**src/rtl/ob_sorted_table.sv**
```systemverilog
// Price-time-priority order table for one book side; entry 0 is always the best order.
// Optional OB_SORTED_TABLE_CANCEL_EN enables cancel-by-ID; without it CANCEL only answers miss.
module ob_sorted_table #(
    parameter int N       = 16,
    parameter int PRICE_W = 16,
    parameter int QTY_W   = 16,
    parameter int UID_W   = 32,
    parameter bit IS_ASK  = 1'b1
) (
    input  logic                     clk_i,
    input  logic                     rst_n_i,
    input  logic                     cmd_vld_i,
    output logic                     cmd_rdy_o,
    input  logic [1:0]               cmd_op_i,
    input  logic [UID_W-1:0]         cmd_uid_i,
    input  logic [PRICE_W-1:0]       cmd_price_i,
    input  logic [QTY_W-1:0]         cmd_qty_i,
    output logic                     head_vld_o,
    output logic [UID_W-1:0]         head_uid_o,
    output logic [PRICE_W-1:0]       head_price_o,
    output logic [QTY_W-1:0]         head_qty_o,
    output logic [$clog2(N+1)-1:0]   count_o,
    output logic                     rsp_vld_o,
    output logic                     rsp_hit_o,
    output logic                     reject_vld_o,
    output logic [UID_W-1:0]         reject_uid_o,
    output logic [PRICE_W-1:0]       reject_price_o,
    output logic [QTY_W-1:0]         reject_qty_o,
    input  logic                     reject_pop_i
);

    localparam int CW = $clog2(N+1);

    localparam logic [1:0] OP_INSTALL = 2'd0;
    localparam logic [1:0] OP_POP     = 2'd1;
    localparam logic [1:0] OP_FILL    = 2'd2;
    localparam logic [1:0] OP_CANCEL  = 2'd3;

    logic               vld_q   [N];
    logic [UID_W-1:0]   uid_q   [N];
    logic [PRICE_W-1:0] price_q [N];
    logic [QTY_W-1:0]   qty_q   [N];
    logic               vld_d   [N];
    logic [UID_W-1:0]   uid_d   [N];
    logic [PRICE_W-1:0] price_d [N];
    logic [QTY_W-1:0]   qty_d   [N];

    logic [CW-1:0]      count_q, count_d;
    logic               rsp_vld_q, rsp_vld_d;
    logic               rsp_hit_q, rsp_hit_d;
    logic               rej_vld_q, rej_vld_d;
    logic [UID_W-1:0]   rej_uid_q, rej_uid_d;
    logic [PRICE_W-1:0] rej_price_q, rej_price_d;
    logic [QTY_W-1:0]   rej_qty_q, rej_qty_d;

    logic               accept;
    logic               full;
    logic               rej_free;
    logic               ins_found;
    int                 ins_idx;
    logic               do_remove;
    int                 rm_idx;
    logic [QTY_W:0]     fill_diff;
`ifdef OB_SORTED_TABLE_CANCEL_EN
    logic               cxl_found;
    int                 cxl_idx;
`endif

    function automatic logic better(input logic [PRICE_W-1:0] a, input logic [PRICE_W-1:0] b);
        return IS_ASK ? (a < b) : (a > b);
    endfunction

    // Conservative stall: only registers feed ready, never cmd_vld_i.
    assign cmd_rdy_o = !(rej_vld_q && (count_q == CW'(N)));
    assign accept    = cmd_vld_i && cmd_rdy_o;
    assign full      = vld_q[N-1];
    assign rej_free  = !rej_vld_q || reject_pop_i;
    assign fill_diff = {1'b0, qty_q[0]} - {1'b0, cmd_qty_i};

    always_comb begin
        for (int i = 0; i < N; i++) begin
            vld_d[i]   = vld_q[i];
            uid_d[i]   = uid_q[i];
            price_d[i] = price_q[i];
            qty_d[i]   = qty_q[i];
        end
        count_d     = count_q;
        rsp_vld_d   = 1'b0;
        rsp_hit_d   = 1'b0;
        rej_vld_d   = reject_pop_i ? 1'b0 : rej_vld_q;
        rej_uid_d   = rej_uid_q;
        rej_price_d = rej_price_q;
        rej_qty_d   = rej_qty_q;
        do_remove   = 1'b0;
        rm_idx      = 0;

        // First slot that is empty or holds a strictly worse price; ties stay ahead.
        ins_found = 1'b0;
        ins_idx   = N;
        for (int i = 0; i < N; i++) begin
            if (!ins_found && (!vld_q[i] || better(cmd_price_i, price_q[i]))) begin
                ins_found = 1'b1;
                ins_idx   = i;
            end
        end

`ifdef OB_SORTED_TABLE_CANCEL_EN
        cxl_found = 1'b0;
        cxl_idx   = 0;
        for (int i = 0; i < N; i++) begin
            if (!cxl_found && vld_q[i] && (uid_q[i] == cmd_uid_i)) begin
                cxl_found = 1'b1;
                cxl_idx   = i;
            end
        end
`endif

        if (accept) begin
            case (cmd_op_i)
                OP_INSTALL: begin
                    if (ins_found) begin
                        if (full) begin
                            if (rej_free) begin
                                rej_vld_d   = 1'b1;
                                rej_uid_d   = uid_q[N-1];
                                rej_price_d = price_q[N-1];
                                rej_qty_d   = qty_q[N-1];
                            end
                        end else begin
                            count_d = count_q + CW'(1);
                        end
                        for (int i = N-1; i > 0; i--) begin
                            if (i > ins_idx) begin
                                vld_d[i]   = vld_q[i-1];
                                uid_d[i]   = uid_q[i-1];
                                price_d[i] = price_q[i-1];
                                qty_d[i]   = qty_q[i-1];
                            end
                        end
                        for (int i = 0; i < N; i++) begin
                            if (i == ins_idx) begin
                                vld_d[i]   = 1'b1;
                                uid_d[i]   = cmd_uid_i;
                                price_d[i] = cmd_price_i;
                                qty_d[i]   = cmd_qty_i;
                            end
                        end
                    end else if (rej_free) begin
                        rej_vld_d   = 1'b1;
                        rej_uid_d   = cmd_uid_i;
                        rej_price_d = cmd_price_i;
                        rej_qty_d   = cmd_qty_i;
                    end
                end
                OP_POP: begin
                    do_remove = vld_q[0];
                end
                OP_FILL: begin
                    if (vld_q[0]) begin
                        // Borrow bit set or zero remainder means the head is used up.
                        if (fill_diff[QTY_W] || (fill_diff[QTY_W-1:0] == '0)) begin
                            do_remove = 1'b1;
                        end else begin
                            qty_d[0] = fill_diff[QTY_W-1:0];
                        end
                    end
                end
                default: begin
                    rsp_vld_d = 1'b1;
`ifdef OB_SORTED_TABLE_CANCEL_EN
                    rsp_hit_d = cxl_found;
                    do_remove = cxl_found;
                    rm_idx    = cxl_idx;
`endif
                end
            endcase
        end

        if (do_remove) begin
            for (int i = 0; i < N-1; i++) begin
                if (i >= rm_idx) begin
                    vld_d[i]   = vld_q[i+1];
                    uid_d[i]   = uid_q[i+1];
                    price_d[i] = price_q[i+1];
                    qty_d[i]   = qty_q[i+1];
                end
            end
            vld_d[N-1]   = 1'b0;
            uid_d[N-1]   = '0;
            price_d[N-1] = '0;
            qty_d[N-1]   = '0;
            count_d      = count_q - CW'(1);
        end
    end

    always_ff @(posedge clk_i) begin
        if (!rst_n_i) begin
            for (int i = 0; i < N; i++) begin
                vld_q[i]   <= 1'b0;
                uid_q[i]   <= '0;
                price_q[i] <= '0;
                qty_q[i]   <= '0;
            end
            count_q     <= '0;
            rsp_vld_q   <= 1'b0;
            rsp_hit_q   <= 1'b0;
            rej_vld_q   <= 1'b0;
            rej_uid_q   <= '0;
            rej_price_q <= '0;
            rej_qty_q   <= '0;
        end else begin
            for (int i = 0; i < N; i++) begin
                vld_q[i]   <= vld_d[i];
                uid_q[i]   <= uid_d[i];
                price_q[i] <= price_d[i];
                qty_q[i]   <= qty_d[i];
            end
            count_q     <= count_d;
            rsp_vld_q   <= rsp_vld_d;
            rsp_hit_q   <= rsp_hit_d;
            rej_vld_q   <= rej_vld_d;
            rej_uid_q   <= rej_uid_d;
            rej_price_q <= rej_price_d;
            rej_qty_q   <= rej_qty_d;
        end
    end

    assign head_vld_o     = vld_q[0];
    assign head_uid_o     = uid_q[0];
    assign head_price_o   = price_q[0];
    assign head_qty_o     = qty_q[0];
    assign count_o        = count_q;
    assign rsp_vld_o      = rsp_vld_q;
    assign rsp_hit_o      = rsp_hit_q;
    assign reject_vld_o   = rej_vld_q;
    assign reject_uid_o   = rej_uid_q;
    assign reject_price_o = rej_price_q;
    assign reject_qty_o   = rej_qty_q;

endmodule

```
**config.mk**
```make
export PLATFORM = sky130hd
export DESIGN_NAME = ob_sorted_table
export DESIGN_NICKNAME = d
export VERILOG_FILES = /design/src/rtl/ob_sorted_table.sv
export SDC_FILE = /design/constraint.sdc
export NUM_CORES = 2
export LEC_CHECK = 0
export ABC_CLOCK_PERIOD_IN_PS = 4800
export BUFFER_PORTS_ARGS = -buffer_cell sky130_fd_sc_hd__buf_2
export CAP_MARGIN = 40
export CORE_MARGIN = 4
export CORE_UTILIZATION = 53
export CTS_BUF_LIST = sky130_fd_sc_hd__clkbuf_8
export DETAILED_ROUTE_END_ITERATION = 10
export GPL_TIMING_DRIVEN = 0
export PLACE_DENSITY_LB_ADDON = 0.3
export SYNTH_ARGS = -nofsm -noshare
export SYNTH_HDL_FRONTEND = slang
export SYNTH_SLANG_ARGS = --single-unit
```
**constraint.sdc**
```tcl
create_clock -name clk_i -period 4.8 [get_ports clk_i]
set_clock_uncertainty 0.1 [all_clocks]
set_input_delay 0.24 -clock clk_i [delete_from_list [all_inputs] [get_ports clk_i]]
set_output_delay 0.24 -clock clk_i [all_outputs]
set_load 0.02 [all_outputs]
```
==> reports/metrics.yaml <==
status: "finished, violations left"
violations: "setup timing"
rsz0062_at_grt: "yes"
multi_input_area_sq_mm: 0.0371
netlist.area_leader.share: 0.348
cts_made_buffers: 195
worstPathCellList: "inv_1 -> ha_1 -> nand2_1 -> nor4_1 -> nand3_1 -> o211ai_1 -> clkbuf_2 -> buf_6 -> nand3_1 -> o21a_4 -> clkbuf_1 -> buf_6 -> clkbuf_1 -> buf_6 -> clkbuf_4 -> a21o_1 -> a21oi_2 -> buf_6"
crit_path_max_incr_delay_ns: 0.49
cp_num_buf_inv: 9
rows: 127
fmax_mhz: 207
synth_common_cells: "dfxtp_1 (1111), nand2_1 (788), a21oi_1 (767)"
powerDensity_mw_per_mm2: 302
wl_per_cell_um: 28.6
fp.dieH_um: 355
place_congestion: 1.04
setup_violations: 2
worst_hold_slack_ns: 0.0710
path_clk_slew_ns: 0.07
path_class: "flip-flop to flip-flop"
cp_common_cell: "buf_6"
cts.sinks: 1111
fin_nets: 8703
grt_use_total: 0.441
finalWirelength_um: 290000
num-fill-cells: 11100
ys_top_cells_by_area: "dfxtp_1 (35%), mux2i_1 (12%), a21oi_1 (6.0%), ha_1 (5.2%), nand2_1 (4.6%)"
crit_slowest_cell: "nor4_1"
worstMarginPinSlew_ns: 1.05
portBuffers: 169
ant_nets: 0
min_period_over_period: 1.01
syn_nets: 8135
hold_viol_final: 0
worstPathArrival_ns: 5.59
syn-instance-count: 7800
min_period_ns: 4.83
htreeDepth: 4
synth-seq-cells: 1111
seqCellArea_sq_mm: 0.0222
relSlewSlack: 0.301
clock-root-buffer: "clkbuf_8"
pin_count: 208
critPathTopFamily: "buffers and inverters"
cts_buffer_depth: 3
slew_violations: 0
core_sq_mm: 0.120
first_iter_violations: 8551
grt_pass1_wl_um: 416000
yosys.cell_types.count: 93
synth_edf_count: 0
grt_pass1_vias: 62800
dp_hpwl_um: 232000
endpoint_kind: "flip-flop"
synthFlopType: "dfxtp_1"
p_leak_nw: 28.2
critical_path_required_ns: 5.57
via_per_inst: 6.47
area_growth_pct: 15.6
drv_cap: 0
fp.dieW_um: 355
fin_ws_ns: -0.0260
via_count: 65600
start_util: 0.533
synth_area_sq_mm: 0.0638
worstHoldPathType: "input pin to flip-flop"
die_area_sq_mm: 0.126
grt_max_degree: 20
synth_area_per_cell_sq_um: 8.19
ys_seq_area_frac: 0.348
fin_setup_tns_ns: -0.0471
drcViolationCount: 0
synthArstFlopShare: 0
drtPass1Iterations: 7
vdd_drop_max_v: 0.000298
drive_gt1_frac: 0.131
antenna_found_initial: 24
yosysWarnings: 0
placed_area_sq_mm: 0.0681
clock_latency_ns: 0.98
cts_tree: "built"
yosys.area.top_type: "dfxtp_1"
final_area_sq_mm: 0.0738
gr-total-overflow: 0
yosysMostFrequentCell: "dfxtp_1"
cp-start-kind: "flip-flop"
pre_cts_ws_ns: -2.40
critPathMaxFanout: 10
logic make-up after synthesis:
group | after synthesis | synth area share
AO/OA/AOI/OAI | 2683 | 0.274
AND/OR/NAND/NOR | 1787 | 0.119
buffers and inverters | 1136 | 0.0767
flip-flops | 1111 | 0.348
multiplexers | 808 | 0.128
adder cells (fa/ha/maj) | 265 | 0.0522
XOR/XNOR | 9 | 0.00123
other | 1 | 0.0000587
sequential cells by signal, summed over array words and instances (netlist names):
signal / flops
rsp_vld_o: 1
reject_qty_o: 16
reject_uid_o: 32
count_o: 5
vld_q: 16
reject_price_o: 16
uid_q: 512
qty_q: 256
reject_vld_o: 1
price_q: 256
report_power, final:
group / switching (W) / internal (W)
Clock: 0.00436 / 0.00484
Sequential: 0.000378 / 0.00960
Combinational: 0.00199 / 0.00110
repair_timing:
action / in CTS / in global routing
gates resized for setup: 123 / 209
endpoints found under the hold margin: 328 / 0
setup endpoints to repair: 1109 / 1059
pin swaps: 8 / 21
buffers inserted: 11 / 30
hold buffers: 55 / 0
worst register-to-register path: cells and delay by family (launching register included):
kind / cells / cell delay [ns]
compound gates: 4 / 1.22
simple gates: 4 / 0.98
fa+ha+maj: 1 / 0.30
buf+inv: 9 / 1.70
flops: 1 / 0.39
per-stage QoR:
stage,instances,power (W),utilization
4_1_cts,10100,0.0220,0.610
3_5_place_dp,9688,0.0130,0.568
2_1_floorplan,7800,0.0118,-
5_1_grt,10100,0.0229,0.616
6_report,10100,0.0223,0.616
3_3_place_gp,9581,0.0129,0.557
cell usage in the layout, fill, tap and decap left out, types with 47 or more instances in the layout:
cell / n
dfxtp_1: 1108
nand2_1: 788
a21oi_1: 762
mux2i_1: 741
nor2_1: 563
o21ai_0: 472
clkbuf_1: 445
inv_1: 332
buf_2: 319
ha_1: 261
a211oi_1: 258
clkbuf_8: 249
o211ai_1: 202
o21ai_1: 185
a21o_1: 156
nand3_1: 140
a22o_1: 128
buf_4: 119
o221ai_1: 110
clkbuf_2: 85
a2bb2oi_1: 82
nor3_1: 79
a311oi_1: 77
buf_6: 75
a221o_1: 65
mux2_2: 64
nor2b_1: 63
nand2b_1: 62
dlygate4sd3_1: 55
buf_8: 54
o211a_1: 47
final timing paths:
path,start,end,slack (ns),depth (start not counted)
min reg2reg,uid_q[0][451]$_SDFFE_PN0P_,uid_q[0][419]$_SDFFE_PN0P_,0.34,2
max,price_q[0][159]$_SDFFE_PN0P_,uid_q[0][447]$_SDFFE_PN0P_,-0.03,18
max reg2reg,price_q[0][159]$_SDFFE_PN0P_,uid_q[0][447]$_SDFFE_PN0P_,-0.03,18
min,cmd_qty_i[3],qty_q[0][115]$_SDFFE_PN0P_,0.07,4
cell type report:
| type | instances | area share |
|---|---|---|
| buffer | 851 | 0.0566 |
| multi-input combinational | 5553 | 0.503 |
| timing repair buffer | 376 | 0.0434 |
| sequential | 1111 | 0.301 |
| clock buffer | 248 | 0.0462 |
| inverter | 280 | 0.0143 |
| clock inverter | 91 | 0.00753 |
| tap | 1612 | 0.0273 |
| antenna | 17 | 0.000576 |
layer usage:
metal	global-route usage	up-vias	routed length [um]
li1	-	29300	-
met1	0.549	31100	111000
met2	0.671	4225	124000
met3	0.138	947	35400
met4	0.261	8	18900
met5	0	-	275
Note: power is estimated with default switching activity, not from simulation.
